### src/rtl/sym_seq_fsm_pkg.sv
// +----------------------------------------------------------------+
// | sym_seq_fsm_pkg : shared encodings and defaults for sym_seq_fsm |
// | Revision 1.0                                                    |
// +----------------------------------------------------------------+
`default_nettype none

package sym_seq_fsm_pkg;

   localparam int DEF_IN_W  = 2;
   localparam int DEF_LEN   = 4;
   localparam int DEF_CNT_W = 8;

   typedef enum logic {
      MODE_NONOVL = 1'b0,
      MODE_OVL    = 1'b1
   } mode_e;

   function automatic int st_width(input int len);
      return (len <= 2) ? 1 : $clog2(len);
   endfunction

endpackage

`default_nettype wire

### src/rtl/sym_seq_fsm_sat_counter.sv
// +----------------------------------------------------------------+
// | sat_counter : up-counter that sticks at its all-ones value      |
// | Revision 1.0                                                    |
// +----------------------------------------------------------------+
`default_nettype none

module sat_counter #(
   parameter int WIDTH = 8
) (
   input  logic             clk,
   input  logic             rst,
   input  logic             inc,
   output logic [WIDTH-1:0] count
);

   always_ff @(posedge clk) begin
      if (rst) begin
         count <= '0;
      end else if (inc && (count != {WIDTH{1'b1}})) begin
         count <= count + WIDTH'(1);
      end
   end

endmodule

`default_nettype wire

### src/rtl/sym_seq_fsm.sv
// +----------------------------------------------------------------+
// | sym_seq_fsm : programmable symbol-sequence detector with count  |
// | Revision 1.0                                                    |
// +----------------------------------------------------------------+
`default_nettype none

module sym_seq_fsm
   import sym_seq_fsm_pkg::*;
#(
   parameter  int IN_W  = DEF_IN_W,
   parameter  int LEN   = DEF_LEN,
   parameter  int CNT_W = DEF_CNT_W,
   localparam int ST_W  = st_width(LEN)
) (
   input  logic             clk,
   input  logic             rst,
   input  logic [IN_W-1:0]  in,
   input  logic             in_valid,
   input  logic             mode,
   input  logic             load,
   input  logic [ST_W-1:0]  load_idx,
   input  logic [IN_W-1:0]  load_sym,
   output logic [ST_W-1:0]  state,
   output logic             match,
   output logic [CNT_W-1:0] match_count
);

   logic [IN_W-1:0] r_pat [LEN];
   logic [ST_W-1:0] r_state;
   logic [ST_W-1:0] w_state_nxt;
   logic            r_match;
   logic            w_match_nxt;
   logic            w_hit_cur;
   logic            w_hit_first;

   // Out-of-range slot indices match no entry, so they write nothing.
   genvar gi;
   generate
      for (gi = 0; gi < LEN; gi++) begin : g_pat
         always_ff @(posedge clk) begin
            if (rst) begin
               r_pat[gi] <= '0;
            end else if (load && (int'(load_idx) == gi)) begin
               r_pat[gi] <= load_sym;
            end
         end
      end
   endgenerate

   assign w_hit_cur   = (in == r_pat[r_state]);
   assign w_hit_first = (in == r_pat[0]);

   always_comb begin
      w_state_nxt = r_state;
      w_match_nxt = 1'b0;
      if (load) begin
         w_state_nxt = '0;
      end else if (in_valid) begin
         if (w_hit_cur) begin
            if (r_state == ST_W'(LEN - 1)) begin
               w_match_nxt = 1'b1;
               w_state_nxt = ((mode_e'(mode) == MODE_OVL) && w_hit_first) ? ST_W'(1) : '0;
            end else begin
               w_state_nxt = r_state + ST_W'(1);
            end
         end else begin
            // Failed symbol may itself start a new attempt.
            w_state_nxt = w_hit_first ? ST_W'(1) : '0;
         end
      end
   end

   always_ff @(posedge clk) begin
      if (rst) begin
         r_state <= '0;
         r_match <= 1'b0;
      end else begin
         r_state <= w_state_nxt;
         r_match <= w_match_nxt;
      end
   end

   sat_counter #(
      .WIDTH (CNT_W)
   ) u_match_cnt (
      .clk   (clk),
      .rst   (rst),
      .inc   (w_match_nxt),
      .count (match_count)
   );

   assign state = r_state;
   assign match = r_match;

endmodule

`default_nettype wire

### config.mk
export PLATFORM = sky130hd
export DESIGN_NAME = sym_seq_fsm
export DESIGN_NICKNAME = d
export VERILOG_FILES = /design/src/rtl/sym_seq_fsm_pkg.sv /design/src/rtl/sym_seq_fsm_sat_counter.sv /design/src/rtl/sym_seq_fsm.sv
export SDC_FILE = /design/constraint.sdc
export NUM_CORES = 1
export LEC_CHECK = 0
export CORE_UTILIZATION = 45
export DETAILED_ROUTE_END_ITERATION = 10
export PLACE_DENSITY = 0.77
export SETUP_SLACK_MARGIN = 0.02
export SYNTH_ARGS = -nofsm -noshare
export SYNTH_HDL_FRONTEND = slang
export SYNTH_SLANG_ARGS = --single-unit
### constraint.sdc
create_clock -name clk -period 2 [get_ports clk]
set_input_delay 0.4 -clock clk [delete_from_list [all_inputs] [get_ports clk]]
set_output_delay 0.4 -clock clk [all_outputs]
set_load 0.05 [all_outputs]
==> impl_results.rst, run 1 <==
.. list-table::
   :header-rows: 1

   * - Metric
     - Value
   * - Outcome
     - finished, final reports clean
   * - Storage cell area
     - 504 um^2
   * - Synthesis-to-finish area growth
     - 32.8%
   * - Final cell area excluding filler cells
     - 1480 um^2
   * - Buffers inserted during post-CTS setup optimization
     - 0
   * - Number of standard-cell rows in the floorplan
     - 17
   * - Vias per std cell
     - 5.57
   * - Hold path startpoint
     - u_match_cnt.count[5]
   * - Worst setup EP type
     - primary output
   * - Ant diodes
     - 0
   * - Worst Max-Slew Pin Slew
     - 0.501 ns
   * - Count of endpoints failing hold in the final timing report
     - 0
   * - Final critical-path share of the clock period
     - 96.6%
   * - Global-route wire length before repair
     - 3.91 mm
   * - Average wire per cell in the routed design
     - 13.7 um
   * - GR Util met2
     - 35.5%
   * - Worst hold path class
     - reg2reg
   * - Highest clock frequency the design can meet
     - 0.518 GHz
   * - Gr busiest metal
     - met2
   * - Number of maximum-capacitance violations
     - 0
   * - Biggest fanout along the worst timing path
     - 5
   * - Clk sinks
     - 21
   * - Clock period minus worst slack
     - 1.93 ns
   * - Hold slack final
     - 0.525 ns
   * - Average cell area after synthesis
     - 9.93 um^2
   * - Synth cell count leaders
     - dfxtp_1, nand2_1, nor2_1
   * - Kind of start point of the critical path
     - flop
   * - Worst path buffer plus inverter count
     - 1
   * - Placed wire-length estimate
     - 1.69 mm
   * - Placer congestion estimate
     - 0.754
   * - Sum of routed wire length over all layers
     - 2.34 mm
   * - Setup repair after global routing missed its margin
     - true
   * - Multi-input combinational cell area
     - 583 um^2
   * - Buffer cell driving the clock tree root
     - clkbuf_4
   * - Reg clk slew, reported paths
     - 0.11 ns
   * - Instance count of the mapped netlist
     - 112
   * - Pwr/cell area
     - 537 nW/um^2
   * - Met3 layer usage reported by global route
     - 2.92%
   * - Count of nets after finishing
     - 157
   * - Critical path's slowest cell
     - clkdlybuf4s50_1
   * - Chip Height
     - 51.7 um
   * - Main combinational cell family by area after synthesis
     - simple AND/OR/NAND/NOR gates
   * - Antenna viol nets, final
     - 0
   * - Number of distinct library cell variants in the gate-level netlist after synthesis
     - 32
   * - Async set-reset flop share out of synthesis
     - 0%
   * - Via count of the first global-routing pass
     - 943
   * - Layout cell share with drive strength beyond 1
     - 23.8%
   * - Simple-Gate Fraction of Synth Area
     - 20.4%
   * - Antenna violations before repair
     - 0
   * - Total DRC errors in the routed layout
     - 0
   * - CTS buffer count
     - 3
   * - Largest net degree at the start of global routing
     - 14
   * - Final setup fails
     - 0
   * - GR Util All Layers
     - 19.3%
   * - Compound-Gate Fraction of Synth Area
     - 16.6%
   * - Port Buffer Count
     - 21
   * - Worst clock skew
     - 0.00194 ns
   * - Data required time of the worst path
     - 1.60 ns
   * - Fraction of post-synthesis cell area in the top cell type by area
     - 23.4%
   * - Count of flip-flops with a built-in enable after synthesis
     - 8
   * - CTS tree
     - yes
   * - Largest stage delay on the critical path
     - 0.83 ns
   * - Buffers from clock root to sink, at most
     - 2
   * - Yosys reg bits
     - 21
   * - DRT iter0 DRCs
     - 25
   * - Full die area
     - 2670 um^2
   * - Filler Cell Count
     - 201
   * - Seq/Total Area, Yosys
     - 45.0%
   * - Chip width
     - 51.7 um
   * - IR drop worst, VDD
     - 356 uV
   * - Type of the worst setup path
     - reg2out
   * - Placeable core region
     - 2280 um^2
   * - Relative max-transition margin
     - 66.5%
   * - CP Cell Sequence
     - clkdlybuf4s50_1
   * - Global routing usage on met1
     - 22.6%
   * - Net count after synthesis
     - 125
   * - Mux contribution to synthesized area
     - 5.62%
   * - I/O Pins
     - 22
   * - Synthesized-area fraction occupied by adder cells
     - 2.25%
   * - Initial Util
     - 48.9%
   * - Placed inst area
     - 1400 um^2
   * - Count of final max-slew check failures
     - 0
   * - Worst path top cell family by delay
     - buffers and inverters
   * - Critical Path AT
     - 1.53 ns
   * - Post-synthesis share of cell area spent on xor and xnor gates
     - 3.94%
   * - Largest cells by area after synthesis
     - dfxtp_1, edfxtp_1, buf_6, xor2_1, mux2i_1
   * - Netlist area before placement
     - 1110 um^2
   * - Number of hold buffers added after CTS
     - 0
   * - Critical path startpoint
     - u_match_cnt.count[0]
   * - Library cell with the highest instance count after synthesis
     - dfxtp_1
   * - Leakage power total
     - 0.553 nW
   * - Global route overflow
     - 0
   * - Drt pass-1 iters
     - 4
   * - Register-to-Register Setup Slack
     - 0.09 ns
   * - Number of vias in the routed layout
     - 953
   * - Post-synth top area cell
     - dfxtp_1
   * - Clock latency of the later-clocked register in the worst-skew pair
     - 0.30 ns
   * - Syn. warnings
     - 0
   * - H-tree depth
     - 1
   * - Top_reg_cell synth
     - dfxtp_1
==> layer usage <==
| metal | share of wire [%] | vias to the layer above | wire length (um) |
|---|---|---|---|
| met1 | 46 | 451 | 1080 |
| met5 | 0 | - | 0 |
| met4 | 1.1 | 0 | 25 |
| met2 | 49 | 25 | 1150 |
| li1 | - | 473 | - |
| met3 | 3.3 | 4 | 77 |
==> worst reg2reg max path, cell delays in order, from the launching register on <==
cell and delay [ns]:
dfxtp_4 0.40, mux2i_2 0.25, xor2_1 0.22, a32oi_2 0.16, buf_4 0.18, or4_4 0.41, a211oi_2 0.21
==> registers in the layout, summed over array words and instances (netlist names), named ones only <==
register / flops
match: 1
state: 2
u_match_cnt.count: 8
r_pat: 8
==> per-stage QoR <==
| step | setup slack (ns) | setup TNS [ns] | std cells | total power, mW | utilization [%] |
|---|---|---|---|---|---|
| floorplan | 0.0443 | 0 | 112 | 0.542 | - |
| global route | 0.000698 | 0 | 171 | 0.832 | 64.9 |
| CTS | 0.0356 | 0 | 171 | 0.794 | 62.7 |
| finish | 0.0682 | 0 | 171 | 0.794 | 64.9 |
| detailed placement | -0.216 | -1.94 | 167 | 0.596 | 61.5 |
| global placement | -0.164 | -1.56 | 167 | 0.591 | 61.5 |
==> where the power goes <==
| part | switching [mW] | leakage, nW | internal, mW | total (mW) |
|---|---|---|---|---|
| clock network | 0.125 | 0.0177 | 0.0745 | 0.200 |
| registers | 0.00813 | 0.184 | 0.457 | 0.465 |
| logic | 0.0639 | 0.351 | 0.0653 | 0.129 |
| total | 0.197 | 0.553 | 0.597 | 0.794 |
==> layout by cell type, fill, tap and decap left out, types with 2 or more instances in the layout <==
cell type / Yosys / final
clkbuf_4: 0 / 3
clkdlybuf4s50_1: 0 / 16
nor2b_1: 2 / 2
xor2_1: 5 / 5
nor2_1: 10 / 10
dlymetal6s2s_1: 0 / 2
buf_4: 0 / 10
a21oi_1: 7 / 4
nand2b_1: 2 / 2
nand2_1: 10 / 10
o21ai_0: 2 / 2
dfxtp_1: 13 / 12
nand3_1: 4 / 4
nor4_1: 2 / 2
o21bai_1: 4 / 3
dlygate4sd2_1: 0 / 2
a21oi_2: 0 / 3
edfxtp_1: 8 / 8
or4_4: 0 / 3
nor3_1: 3 / 3
mux2i_1: 4 / 2
inv_1: 5 / 5
mux2i_2: 0 / 2
o31ai_1: 4 / 4
mux2_2: 2 / 2
o41ai_1: 3 / 3
==> final timing paths <==
| path | to | cells after the start |
|---|---|---|
| min | u_match_cnt.count[5] | 2 |
| max | match_count[0] | 1 |
| max reg2reg | state[0] | 6 |
| min reg2reg | u_match_cnt.count[5] | 2 |
==> cell families after synthesis <==
logic type | count (synthesis)
and+or+nand+nor | 43
AOI/OAI and AO/OA | 25
DFF | 21
buffers and inverters | 10
muxes | 6
xor gates and xnor gates | 5
adders and majority gates | 2
==> final cells by class <==
class	count	area share (%)
repair buffers	32	20.9
multi-input cells	81	39.5
inverters	5	1.27
well taps	28	2.37
clock inverters	1	0.339
flip-flops and latches	21	34.1
clock buffers	3	1.52
==> timing repair <==
action,in CTS,in global routing
gates resized for setup,3,15
cloned,0,0
pin swaps,0,4
setup endpoints to repair,9,11
No activity file was read; power rests on OpenSTA's default activity.
==> run 2, diff against run 1 <==
--- a/config.mk
+++ b/config.mk
@@ -5,9 +5,10 @@
 export SDC_FILE = /design/constraint.sdc
 export NUM_CORES = 1
 export LEC_CHECK = 0
-export CORE_UTILIZATION = 45
+export CORE_MARGIN = 2
+export CORE_UTILIZATION = 35
 export DETAILED_ROUTE_END_ITERATION = 10
-export PLACE_DENSITY = 0.77
+export PLACE_DENSITY = 0.64
 export SETUP_SLACK_MARGIN = 0.02
 export SYNTH_ARGS = -nofsm -noshare
 export SYNTH_HDL_FRONTEND = slang
==> run 2 against run 1 <==
Worst hold slack worse by 0.0021 ns. Combinational power shrank 9%. Die area grew 36%. First-iteration DRC count is 12% higher. Clock power about the same. Cell count is 8.2% higher. Flip-flop and latch count stayed put. Largest power group unchanged.
==> impl_results.rst, run 2 (synthesized netlist as in run 1, its figures left out) <==
.. list-table::
   :header-rows: 1

   * - Metric
     - Value
   * - Critical Path AT
     - 1.50 ns
   * - Relative max-transition margin
     - 65.4%
   * - Largest stage delay on the critical path
     - 0.82 ns
   * - Global-route wire length before repair
     - 3.71 mm
   * - Full die area
     - 3650 um^2
   * - Count of nets after finishing
     - 155
   * - Final critical-path share of the clock period
     - 95.2%
   * - Clock period minus worst slack
     - 1.90 ns
   * - Count of endpoints failing hold in the final timing report
     - 0
   * - Outcome
     - finished, final reports clean
   * - Hold slack final
     - 0.523 ns
   * - H-tree depth
     - 1
   * - Cell depth of the worst flop-to-flop path
     - 6
   * - R2R Path End
     - state[0]
   * - IR drop worst, VDD
     - 166 uV
   * - Average wire per cell in the routed design
     - 11.8 um
   * - Via count of the first global-routing pass
     - 879
   * - DRT iter0 DRCs
     - 28
   * - Pre-CTS WS
     - -0.249 ns
   * - Fin worst setup slack
     - 0.0955 ns
   * - Largest net degree at the start of global routing
     - 14
   * - Clock latency of the later-clocked register in the worst-skew pair
     - 0.29 ns
   * - Placeable core region
     - 3030 um^2
   * - Register-to-Register Setup Slack
     - 0.12 ns
   * - Biggest fanout along the worst timing path
     - 4
   * - Pwr/cell area
     - 540 nW/um^2
   * - Global route overflow
     - 0
   * - Number of vias in the routed layout
     - 928
   * - Leakage power total
     - 0.586 nW
   * - Count of final max-slew check failures
     - 0
   * - Worst setup EP type
     - primary output
   * - Worst Max-Slew Pin Slew
     - 0.518 ns
   * - Port Buffer Count
     - 21
   * - Ant diodes
     - 0
   * - Sum of routed wire length over all layers
     - 2.18 mm
   * - Layout cell share with drive strength beyond 1
     - 17.0%
   * - Type of the worst setup path
     - reg2out
   * - Hold path startpoint
     - u_match_cnt.count[0]
   * - Antenna violations before repair
     - 0
   * - Placed wire-length estimate
     - 1.67 mm
   * - Worst path top cell family by delay
     - buffers and inverters
   * - Buffers from clock root to sink, at most
     - 2
   * - Highest clock frequency the design can meet
     - 0.525 GHz
   * - Drt pass-1 iters
     - 4
   * - Reg clk slew, reported paths
     - 0.12 ns
   * - CP Cell Sequence
     - clkdlybuf4s50_1
   * - Number of maximum-capacitance violations
     - 0
   * - Critical path's slowest cell
     - clkdlybuf4s50_1
   * - Buffer cell driving the clock tree root
     - clkbuf_4
   * - CTS buffer count
     - 3
   * - Number of hold buffers added after CTS
     - 0
   * - Data required time of the worst path
     - 1.60 ns
   * - Highest-count cells in the layout ignoring fill and taps
     - dfxtp_1, clkdlybuf4s50_1, nor2_1, nand2_1, buf_4
   * - Chip Height
     - 60.4 um
   * - Worst path buffer plus inverter count
     - 1
   * - Buffers inserted during post-CTS setup optimization
     - 0
   * - Total DRC errors in the routed layout
     - 0
   * - Synthesis-to-finish area growth
     - 30.0%
   * - Final setup fails
     - 0
   * - Antenna viol nets, final
     - 0
   * - Worst hold path class
     - reg2reg
   * - Setup repair after global routing missed its margin
     - false
   * - Kind of start point of the critical path
     - flop
   * - Initial Util
     - 36.7%
   * - Instance count along the most critical hold path
     - 2
   * - Endpoint of the worst hold-timing path
     - u_match_cnt.count[0]
   * - CTS tree
     - yes
   * - I/O Pins
     - 22
   * - Worst clock skew
     - 0.00170 ns
   * - Placer congestion estimate
     - 0.808
   * - Number of standard-cell rows in the floorplan
     - 20
   * - Clk sinks
     - 21
   * - Chip width
     - 60.4 um
   * - Vias per std cell
     - 5.02
   * - GR Util All Layers
     - 13.3%
-- run 2: area by class of cell --
type                       count  area, um^2
fill                         297        1580
multi-input combinational     81         551
sequential                    21         504
timing repair buffer          30         290
tap                           44        55.1
clock buffer                   3        22.5
inverter                       5        18.8
clock inverter                 1        5.00
-- run 2: metrics by stage --
step / TNS (ns) / power (mW) / cell area (um^2) / cells / utilization, %
6_report: 0 / 0.781 / 1450 / 185 / 47.8
5_1_grt: 0 / 0.825 / 1450 / 185 / 47.8
3_5_place_dp: -2.34 / 0.591 / 1390 / 181 / 45.9
4_1_cts: 0 / 0.795 / 1420 / 185 / 46.8
3_3_place_gp: -1.75 / 0.587 / 1390 / 181 / 45.9
2_1_floorplan: 0 / 0.542 / 1110 / 112 / -
-- run 2: layer usage --
| layer | routed length, um | up-vias | GRT usage [%] |
|---|---|---|---|
| met5 | 0 | - | 0 |
| met2 | 1060 | 19 | 21.6 |
| met1 | 1020 | 439 | 17.2 |
| li1 | - | 468 | - |
| met4 | 27 | 0 | 7.30 |
| met3 | 73 | 2 | 1.49 |
-- run 2: worst max path at each step --
stage | startpoint | end | slack (ns) | cells past startpoint
floorplan | state[0] | u_match_cnt.count[0] | 0.04 | 6
global placement | in[0] | u_match_cnt.count[7] | -0.20 | 7
detailed placement | in[1] | u_match_cnt.count[3] | -0.25 | 6
CTS | flop | u_match_cnt.count[7] | 0.02 | 6
global route | flop | u_match_cnt.count[3] | 0.02 | 6
finish | u_match_cnt.count[1] | match_count[1] | 0.1 | 1
-- run 2: power by group --
group | switching (mW) | internal (mW)
combinational | 0.0606 | 0.0578
sequential | 0.00686 | 0.457
clock | 0.125 | 0.0743
-- run 2: what timing repair did --
item | in CTS | in global routing
setup endpoints to repair | 1 | 13
pin swaps | 0 | 2
hold endpoints to repair | 0 | 0
resized for setup | 1 | 11
==> run 3, diff against run 2 <==
--- a/config.mk
+++ b/config.mk
@@ -8,6 +8,7 @@
 export CORE_MARGIN = 2
 export CORE_UTILIZATION = 35
 export DETAILED_ROUTE_END_ITERATION = 10
+export HOLD_SLACK_MARGIN = 0.05
 export PLACE_DENSITY = 0.64
 export SETUP_SLACK_MARGIN = 0.02
 export SYNTH_ARGS = -nofsm -noshare
==> results of run 3 <==
No change in the layout: final DEF, timing and power equal those of run 2.
